--- src/rtl/addr_flag_bank_if.sv ---
// addr_flag_bank_if: DSP bus strobes, address/data and flag outputs of addr_flag_bank
interface addr_flag_bank_if #(
    parameter int NUM_CH = 8,
    parameter int ADDR_W = 11
);
    logic              we_deb;
    logic              re_deb;
    logic [ADDR_W-1:0] ab_buf;
    logic [NUM_CH-1:0] db_in;
    logic [NUM_CH-1:0] signal_out;
    logic [NUM_CH-1:0] rd_data;
    logic              pulse_busy;
    modport master(output we_deb, re_deb, ab_buf, db_in, input signal_out, rd_data, pulse_busy);
    modport slave(input we_deb, re_deb, ab_buf, db_in, output signal_out, rd_data, pulse_busy);
endinterface

--- src/rtl/addr_flag_bank.sv ---
// addr_flag_bank: address-decoded bank of set/clear flags with optional auto-clearing pulse mode
module addr_flag_bank #(
    parameter int                NUM_CH    = 8,
    parameter int                ADDR_W    = 11,
    parameter logic [ADDR_W-1:0] BASE_ADDR = 11'h040,
    parameter int                PULSE_LEN = 16
) (
    input logic clkDspIn,
    input logic dsp_reset,
    addr_flag_bank_if.slave bus
);
    localparam int TW = $clog2(PULSE_LEN + 1);
    logic              we_q, re_q, we_ev, re_ev, cfg_hit, cfg_wr, busy;
    logic [ADDR_W-1:0] off;
    logic [NUM_CH-1:0] sig, sig_n, pulse_en;
    logic [TW-1:0]     tmr   [NUM_CH];
    logic [TW-1:0]     tmr_n [NUM_CH];
    // offset from the base wraps, so one unsigned compare covers the channel range
    assign off     = bus.ab_buf - BASE_ADDR;
    assign cfg_hit = off == ADDR_W'(NUM_CH);
    assign we_ev   = we_q && !bus.we_deb;
    assign re_ev   = re_q && !bus.re_deb && !we_ev;
    assign cfg_wr  = we_ev && cfg_hit;
    always_comb begin
        sig_n = sig;
        busy  = 1'b0;
        for (int k = 0; k < NUM_CH; k++) begin
            busy     = busy || (tmr[k] != '0);
            tmr_n[k] = (tmr[k] == '0) ? '0 : tmr[k] - TW'(1);
            sig_n[k] = (tmr[k] == TW'(1)) ? 1'b0 : sig[k];
            if (we_ev && off == ADDR_W'(k)) begin
                sig_n[k] = 1'b1;
                tmr_n[k] = pulse_en[k] ? TW'(PULSE_LEN) : '0;
            end else if (re_ev && off == ADDR_W'(k)) begin
                sig_n[k] = 1'b0;
                tmr_n[k] = '0;
            end else if (cfg_wr && pulse_en[k] && !bus.db_in[k]) begin
                // leaving pulse mode freezes the output as a latched flag
                sig_n[k] = sig[k];
                tmr_n[k] = '0;
            end
        end
    end
    always_ff @(posedge clkDspIn or negedge dsp_reset) begin
        if (!dsp_reset) begin
            we_q     <= 1'b1;
            re_q     <= 1'b1;
            sig      <= '0;
            pulse_en <= '0;
            tmr      <= '{default: '0};
        end else begin
            we_q     <= bus.we_deb;
            re_q     <= bus.re_deb;
            sig      <= sig_n;
            pulse_en <= cfg_wr ? bus.db_in : pulse_en;
            tmr      <= tmr_n;
        end
    end
    assign bus.signal_out = sig;
    assign bus.pulse_busy = busy;
    assign bus.rd_data    = cfg_hit ? pulse_en : (off < ADDR_W'(NUM_CH)) ? sig : '0;
endmodule

--- src/flat_wrapper.sv ---
// flat-port wrapper written by rule: the top's interface ports become plain ports
module addr_flag_bank_flat 
#(
    parameter int                NUM_CH    = 8,
    parameter int                ADDR_W    = 11,
    parameter logic [ADDR_W-1:0] BASE_ADDR = 11'h040,
    parameter int                PULSE_LEN = 16
)
  (clkDspIn, dsp_reset, bus_we_deb, bus_re_deb, bus_ab_buf, bus_db_in, bus_signal_out, bus_rd_data, bus_pulse_busy);
  addr_flag_bank_if #(.NUM_CH(NUM_CH), .ADDR_W(ADDR_W)) bus_i ();
  input logic clkDspIn;
  input logic dsp_reset;
  input wire logic [$bits(bus_i.we_deb)-1:0] bus_we_deb;
  input wire logic [$bits(bus_i.re_deb)-1:0] bus_re_deb;
  input wire logic [$bits(bus_i.ab_buf)-1:0] bus_ab_buf;
  input wire logic [$bits(bus_i.db_in)-1:0] bus_db_in;
  output wire logic [$bits(bus_i.signal_out)-1:0] bus_signal_out;
  output wire logic [$bits(bus_i.rd_data)-1:0] bus_rd_data;
  output wire logic [$bits(bus_i.pulse_busy)-1:0] bus_pulse_busy;
  assign bus_i.we_deb = bus_we_deb;
  assign bus_i.re_deb = bus_re_deb;
  assign bus_i.ab_buf = bus_ab_buf;
  assign bus_i.db_in = bus_db_in;
  assign bus_signal_out = bus_i.signal_out;
  assign bus_rd_data = bus_i.rd_data;
  assign bus_pulse_busy = bus_i.pulse_busy;
  addr_flag_bank #(.NUM_CH(NUM_CH), .ADDR_W(ADDR_W), .BASE_ADDR(BASE_ADDR), .PULSE_LEN(PULSE_LEN)) u_core (.clkDspIn(clkDspIn), .dsp_reset(dsp_reset), .bus(bus_i));
endmodule
--- config.mk ---
export PLATFORM = sky130hd
export DESIGN_NAME = addr_flag_bank_flat
export DESIGN_NICKNAME = d
export VERILOG_FILES = /design/src/rtl/addr_flag_bank_if.sv /design/src/rtl/addr_flag_bank.sv /design/src/flat_wrapper.sv
export SDC_FILE = /design/constraint.sdc
export NUM_CORES = 1
export LEC_CHECK = 0
export CORE_UTILIZATION = 40
export DETAILED_ROUTE_END_ITERATION = 12
export RECOVER_POWER = 100
export SETUP_SLACK_MARGIN = 0.5
export SLEW_MARGIN = 20
export SYNTH_ARGS = -nofsm -noshare
export SYNTH_HDL_FRONTEND = slang
export SYNTH_SLANG_ARGS = --single-unit
--- constraint.sdc ---
create_clock -name clkDspIn -period 4.47 [get_ports clkDspIn]
set_input_delay 1.341 -clock clkDspIn [delete_from_list [all_inputs] [get_ports clkDspIn]]
set_output_delay 1.341 -clock clkDspIn [all_outputs]
set_load 0.03 [all_outputs]
-- Yosys cells after proc, flatten, opt, wreduce, memory -nomap -nowiden
Index checks and enable logic that the tools add are counted.
- $add $sub $neg: 9
- magnitude comparators: 1
- eq/ne operators: 24
- multiplexer cells: 74
- reductions and logical operators: 87
- operators by type and width (operator ; count):
    5-bit two-way mux ; 40
    11-bit by 3-bit == test with 1-bit output, second input constant ; 4
    5-bit by 1-bit == test with 1-bit output, second input constant ; 8
    5-bit logical NOT ; 8
    5-bit nonzero test ; 8
    5-bit by 1-bit subtractor with 5-bit output, second input constant ; 8
    1-bit logical AND ; 36
    1-bit two-way mux ; 32
    3-bit by 1-bit != test with 1-bit output, second input constant ; 8
    3-bit nonzero test ; 8
    11-bit by 2-bit == test with 1-bit output, second input constant ; 2
    8-bit two-way mux ; 2
    2-bit AND reduction ; 8
    11-bit by 1-bit == test with 1-bit output, second input constant ; 1
    11-bit by 4-bit == test with 1-bit output, second input constant ; 1
    1-bit logical NOT ; 11
    11-bit logical NOT ; 1
    11-bit by 4-bit < comparator with 1-bit output, second input constant ; 1
    11-bit by 7-bit subtractor with 11-bit output, second input constant ; 1
    1-bit logical OR ; 7
- flip-flop bits (word level): 58
- bits of input ports: 23
- word-level logic and storage cells: 214

-- Longest topological paths before layout
Gate-level depths: netlist of run 1.
- depth in word-level cells: 8
- gate-level depth with buffers: 8
- gate-level depth less buffers: 7

-- Least setup slack after synthesis of run 1
No wires, ideal clock.
- path kind: input port to output port
- start point: input bus_ab_buf[6]
- end point: output bus_rd_data[0]
- data arrival time: 2897 ps
- data required time: 3129 ps
- slack: 232 ps
- stages on the path: 7
- cells stage by stage: inv_1 ha_1 or2_0 o31ai_4 nand3_2 nor3b_4 a22o_1
- cells in the longest elaborated chain, start to end: 4
- elaborated cells on any way between the ends: 5
- those cells by class: add/sub: 1; order compare: 1; eq/ne: 1; mux: 2
- RTL lines (element ; line ; text):
    start, declared ; flat_wrapper.sv:15 ; input wire logic [$bits(bus_i.ab_buf)-1:0] bus_ab_buf;
    11-bit by 7-bit subtractor with 11-bit output * ; addr_flag_bank.sv:19 ; assign off = bus.ab_buf - BASE_ADDR;
    11-bit by 4-bit < comparator with 1-bit output ; addr_flag_bank.sv:61 ; assign bus.rd_data = cfg_hit ? pulse_en : (off < ADDR_W'(NUM_CH)) ? sig : '0;
    8-bit two-way mux ; addr_flag_bank.sv:61 ;
    8-bit two-way mux * ; addr_flag_bank.sv:61 ;
    end, declared ; flat_wrapper.sv:18 ; output wire logic [$bits(bus_i.rd_data)-1:0] bus_rd_data;
Every way passes the cells marked *; elsewhere a longest branch is shown, timed or not.

-- Worst setup path after layout of run 1
- start point: input bus_ab_buf[6]
- end point: output bus_rd_data[3]
The elaborated chain is that of the path after synthesis.

==> results of run 1 <==
## sequential cells by signal (all words and copies together), names as in the netlist
name                   count
u_core.pulse_en            8
u_core.tmr                40
u_core.we_q                1
u_core.bus.signal_out      8
u_core.re_q                1
## final cells by class
| type | instances | area share, % |
|---|---|---|
| tap | 102 | 3.001 |
| inverter | 18 | 2.059 |
| clock buffer | 13 | 3.972 |
| multi-input combinational | 253 | 43.07 |
| timing repair buffer | 60 | 12.89 |
| sequential | 58 | 34.19 |
| clock inverter | 2 | 0.8238 |
## worst max path at each step
stage,startpoint,end,cells after the start,slack [ns]
6_report,bus_ab_buf[6],bus_rd_data[3],10,0.1
5_1_grt,bus_ab_buf[6],bus_rd_data[5],10,0.05
4_1_cts,bus_ab_buf[6],bus_rd_data[3],11,0.07
3_5_place_dp,bus_ab_buf[6],bus_rd_data[3],11,-0.31
3_3_place_gp,bus_ab_buf[6],bus_rd_data[0],11,-0.28
2_1_floorplan,bus_ab_buf[6],bus_rd_data[0],7,0.39
## logic make-up after synthesis
family,after synthesis,share of synthesized area [%]
fa+ha+maj,21,7.939
buf+inv,22,2.835
simple gates,133,21.74
compound gates,75,16.33
flops,58,43.93
mux,13,4.310
xor+xnor,11,2.911
## per-layer routing
layer / track usage [%] / up-vias
met4: 6.282 / 0
met3: 4.187 / 7
met5: 0 / -
met1: 28.73 / 1326
li1: - / 1339
met2: 31.25 / 65
## power by group
part	switching (mW)	leakage [nW]	internal, mW	total (mW)
Sequential	0.145	0.741	0.694	0.839
Clock	0.207	0.106	0.300	0.507
Combinational	0.372	1.05	0.338	0.710
Total	0.724	1.89	1.33	2.06
## through the flow
stage | instances | power, mW | hold slack (ns) | util (%) | setup TNS (ns)
after floorplan | 333 | 1.375 | 0.4512 | - | 0
after global placement | 487 | 1.544 | 0.4740 | 50.49 | -2.145
after detailed placement | 487 | 1.568 | 0.4798 | 50.49 | -2.374
after CTS | 503 | 2.084 | 0.4914 | 54.32 | 0
after global routing | 506 | 2.220 | 0.5104 | 54.19 | 0
final | 506 | 2.055 | 0.4844 | 54.19 | 0
## timing repair
item | CTS | global route
pin swaps | 13 | 5
gates resized for setup | 27 | 4
buffers inserted | 1 | 3
hold endpoints to repair | 0 | 0
endpoints found under the setup margin | 8 | 8
## cells in the mapped netlist (3+ instances only)
master,instances
o211ai_1,9
buf_2,3
ha_1,21
nor2b_1,6
a21o_1,5
o22a_1,3
mux2i_1,3
nor3_2,3
o21ai_0,17
nand2_1,27
o2111ai_1,3
nor2_1,39
nor4_1,3
a21oi_1,3
o311ai_1,3
o21ai_1,8
xnor2_1,11
nand4_1,5
dfrtp_1,56
o22ai_1,3
mux2_2,10
nand2b_1,5
nor3_1,18
nand3b_1,7
inv_1,18
a22o_1,8
==> results.md, run 1 <==
- Clk slew on worst S/H paths: 0.06 ns
- Number of global-route vias before repair: 2685
- Commonest non-fill, non-tap cell in the layout: dfrtp_1
- Max clock buf depth: 2
- Cell count after synthesis: 333
- Area of the die: 8642 µm²
- Most frequent cells in the layout: 56 x dfrtp_1, 40 x nor2_1, 27 x nand2_1
- Max-cap violations: 1
- PD cells: 483.3 nW/µm²
- Outcome: finished, violations left
- R2R Setup Slk: 1.80 ns
- Die height: 92.96 µm
- Metal2 WL: 3.721 mm
- RD Place Congestion: 0.8296
- Yosys top cell by area: dfrtp_1
- Worst Tran Pin Value: 1.966 ns
- Total I/O pin count: 40
- Number of CTS-inserted buffers: 9
- FILL cells: 741
- Hold Crit Class: register to register
- Drt first-iter violations: 96
- Design Area, Final: 4253 µm²
- Fin crit period: 4.372 ns
- Worst r2r src: u_core.we_q
- Seq cells post-synth: 58
- Critical path class: input pin to primary output
- Mapped Nets: 377
- Multi-input gate area: 1832 µm²
- Initial antenna violation count: 0
- Final slew viol count: 36
- Die X-Extent: 92.96 µm
- Cell family with most CP delay: buffers and inverters
- Async SR Flop Fraction: 100.0%
- Root Buffer: clkbuf_8
- Via density: 5.409
- Synth Warn #: 0
- Total track usage: 20.37%
- Avg Cell Area, Syn: 9.938 µm²
- Slew margin rel.: -31.06%
- Layout area overhead: 28.51%
- Worst setup EP type: primary output
- Routed wl met3: 392 µm
- Unrepaired setup endpoints after global routing: true
- Placed Instance Area: 3963 µm²
- Final-report setup violation count: 0
- Met1 WL: 3.920 mm
- Slowest cell on crit path: o31ai_4
- Share of cells above drive strength 1: 19.06%
- CP max FO: 4
- Static leakage: 1.893 nW
- First-pass GRT wire length: 13.51 mm
- Sequential share of the synthesized area: 43.93%
- Clk_skew: 0.006950 ns
- Number of synthesized flops with an enable pin: 0
- Failing checks: max-capacitance violations, max-slew violations
- Hold_sp: u_core.tmr[20]
- CP Data Required Time: 3.13 ns
- Wire length per cell: 16.02 µm
- 1st-pass router iterations: 4
- Reg2reg end: u_core.pulse_en[6]
- Placement Rows: 32
- Number of port buffers: 39
- Nets@finish: 444
- Final hold vios: 0
- Clk_lat worst skew: 0.33 ns
- Total gr overflow: 0
- Cell variety after synth: 54
- Sink Count: 58
- Via Count: 2737
- Largest net degree at the start of global routing: 36
- Hold depth: 1
- Max Clock Freq: 228.7 MHz
- Crit path top cell by count: buf_6
- Pre-CTS WS: -0.3144 ns
- CTS H-Tree Depth: 3
- WP buf/inv: 5
- Post-route ant nets: 0
- TritonCTS clock tree: yes
- Syn Std Cell Area: 3309 µm²
- Top cells by area, synth: dfrtp_1 42%, ha_1 7.9%, nor2_1 4.4%
- CORE AREA: 7848 µm²
- WL final: 8.108 mm
- Hold path endpoint: u_core.tmr[20]
- Uppermost layer routed: met4
- CP Cell Sequence: buf_6, buf_6, buf_6, o21a_1, o31ai_4, nand3_2, nor3b_2, buf_6, a22o_4, buf_4
- DRC viols: 0
- R2R cell count: 4
- Slowest stage delay, CP: 0.30 ns
- Worst setup margin: 0.09764 ns
- Main synth FF type: dfrtp_1
- Post-detail-place hpwl: 6.022 mm
- Yosys top cell area share: 42.34%
- Crit path DAT: 3.03 ns
- Seq. cell area: 1454 µm²
- Worst vdd ir: 247.6 µV
- Fin crit share: 97.82%
- Startpoint Class: input pin
- Number of diodes: 0
- Post-CTS Hold Buffers: 0
- Starting Density: 42.17%
(Power assumes the default switching activity.)
==> run 2: changes to the inputs <==
Settings changed: DONT_BUFFER_PORTS set to 1.
==> results.md, run 2 (same netlist as run 1, synthesis figures left out) <==
- Post-detail-place hpwl: 5.757 mm (was 6.022 mm)
- Number of diodes: 0 (unchanged)
- Top reg by flops: u_core.tmr (unchanged)
- Clk slew on worst S/H paths: 0.07 ns (was 0.06 ns)
- CORE AREA: 7848 µm² (unchanged)
- Drt first-iter violations: 158 (was 96)
- Layout area overhead: 15.88% (was 28.51%)
- FILL cells: 740 (was 741)
- Die X-Extent: 92.96 µm (unchanged)
- Max-cap violations: 0 (was 1)
- Post-route ant nets: 0 (unchanged)
- Flop pwr share: 40.3% (was 40.8%)
- Final-report setup violation count: 0 (unchanged)
- Crit. Startpoint: bus_ab_buf[6] (unchanged)
- Slowest stage delay, CP: 0.26 ns (was 0.30 ns)
- WL final: 7.793 mm (was 8.108 mm)
- Final Non-Filler Cells: 459 (was 506)
- Hold_sp: u_core.tmr[20] (unchanged)
- Share of cells above drive strength 1: 16.53% (was 19.06%)
- Grt peak-use layer: met2 (unchanged)
- Number of CTS-inserted buffers: 9 (unchanged)
- CP Data Required Time: 3.13 ns (about the same)
- Nets@finish: 396 (was 444)
- Clock Power Share: 28.1% (was 24.7%)
- Slowest cell on crit path: or2_4 (was o31ai_4)
- Grt met2 use: 30.64% (was 31.25%)
- Largest net degree at the start of global routing: 59 (was 36)
- Starting Density: 42.17% (unchanged)
- Max clock buf depth: 2 (unchanged)
- Static leakage: 1.652 nW (was 1.893 nW)
- Wire length per cell: 16.98 µm (was 16.02 µm)
- First-pass GRT wire length: 13.01 mm (was 13.51 mm)
- Via density: 5.584 (was 5.409)
- WP buf/inv: 3 (was 5)
- Internal: 1.377 mW (was 1.331 mW)
- Critical path class: input pin to primary output (unchanged)
- CTS H-Tree Depth: 3 (unchanged)
- Post-CTS Hold Buffers: 0 (unchanged)
- Via Count: 2563 (was 2737)
- Tot Pwr: 2.090 mW (was 2.055 mW)
- 1st-pass router iterations: 4 (unchanged)
- Final hold vios: 0 (unchanged)
- Setup TNS: 0 ns (unchanged)
- Worst setup EP type: primary output (unchanged)
- CP Cell Sequence: inv_12, ha_1, or2_4, o31ai_4, nand3_4, nor3b_4, buf_4, buf_6, a22o_4 (was buf_6, buf_6, buf_6, o21a_1, o31ai_4, nand3_2, nor3b_2, buf_6, a22o_4, buf_4)
- Switching power: 713.2 µW (was 724.3 µW)
- Slew margin rel.: 35.75% (was -31.06%)
- Crit path DAT: 2.82 ns (was 3.03 ns)
- Placed Instances: 437 (was 487)
- Fin crit share: 93.09% (was 97.82%)
- Area of the die: 8642 µm² (unchanged)
- Clk_lat worst skew: 0.33 ns (about the same)
- Startpoint Class: input pin (unchanged)
- Number of port buffers: 0 (was 39)
- Hold Crit Class: register to register (unchanged)
- Seq. cell area: 1454 µm² (unchanged)
- Gate power share: 31.6% (was 34.5%)
- Worst r2r src: u_core.we_q (unchanged)
- DRC viols: 0 (unchanged)
- Placement Rows: 32 (unchanged)
- Commonest non-fill, non-tap cell in the layout: dfrtp_1 (unchanged)
- Worst vdd ir: 263.5 µV (was 247.6 µV)
- Multi-input gate area: 1823 µm² (was 1832 µm²)
- Most frequent cells in the layout: 56 x dfrtp_1, 40 x nor2_1, 26 x nand2_1 (was 56 x dfrtp_1, 40 x nor2_1, 27 x nand2_1)
- Clk_skew: 0.005634 ns (was 0.006950 ns)
- Met3 usage: 7.143% (was 4.187%)
- Initial antenna violation count: 0 (unchanged)
- CP max FO: 5 (was 4)
- Outcome: finished clean (was finished, violations left)
- Final slew viol count: 0 (was 36)
- Total I/O pin count: 40 (unchanged)
- Number of global-route vias before repair: 2530 (was 2685)
- Worst Tran Pin Value: 0.9602 ns (was 1.966 ns)
- Cell family with most CP delay: simple AND/OR/NAND/NOR gates (was buffers and inverters)
- Unrepaired setup endpoints after global routing: true (unchanged)
- Number of flip-flops in the largest register: 40 (unchanged)
- Fin crit period: 4.161 ns (was 4.372 ns)
- Total track usage: 19.97% (was 20.37%)
- PD cells: 545.0 nW/µm² (was 483.3 nW/µm²)
- Total gr overflow: 0 (unchanged)
- Root Buffer: clkbuf_8 (unchanged)
- Met1 GRT Util: 26.97% (was 28.73%)
- Die height: 92.96 µm (unchanged)
- Sink Count: 58 (unchanged)
- Max Clock Freq: 240.3 MHz (was 228.7 MHz)
- Sw Share: 34.12% (was 35.24%)
- RD Place Congestion: 0.7924 (was 0.8296)
- TritonCTS clock tree: yes (unchanged)
-- run 2: worst paths after layout --
check | to | slack, ns | cells past startpoint
worst min register to register | u_core.tmr[20] | 0.49 | 1
worst min-delay path | u_core.tmr[20] | 0.49 | 1
worst max register to register | u_core.pulse_en[3] | 1.88 | 4
min in group asynchronous | u_core.pulse_en[7] | 0.70 | 0
max in group asynchronous | u_core.we_q | 3.58 | 0
worst max-delay path | bus_rd_data[3] | 0.31 | 9
-- run 2: final cells by class --
type,count,share of cell area [%]
multi-input combinational,253,47.54
sequential,58,37.91
inverter,18,2.284
timing repair buffer,12,2.643
tap,102,3.328
clock inverter,7,3.067
clock buffer,9,3.230
-- run 2: through the flow --
step	hold slack (ns)	cell area, µm²	setup slack (ns)	util, %
4_1_cts	0.4927	3882	0.3641	49.47
5_1_grt	0.5164	3835	0.1662	48.87
3_3_place_gp	0.4752	3515	0.1458	44.79
6_report	0.4871	3835	0.3089	48.87
3_5_place_dp	0.4826	3515	0.1252	44.79
2_1_floorplan	0.4512	3368	0.3900	-
-- run 2: power by group through the flow --
stage | Clock (mW) | Combinational (mW) | Sequential, mW
finish | 0.586 | 0.661 | 0.842
floorplan | 0 | 0.559 | 0.815
global placement | 0 | 0.653 | 0.845
CTS | 0.596 | 0.680 | 0.842
global route | 0.628 | 0.772 | 0.867
detailed placement | 0 | 0.674 | 0.849
-- run 2: layer usage --
layer / routed length, µm / up-vias / share of wire [%]
met5: 0 / - / 0
met3: 567 / 4 / 7.3
met1: 3531 / 1248 / 45
met4: 51 / 0 / 0.65
met2: 3642 / 70 / 47
li1: - / 1241 / -
-- run 2: repair_timing --
item	4_1_cts	5_1_grt
gates resized for setup	13	1
buffers inserted	6	0
pin swaps	6	2
endpoints found under the setup margin	8	8
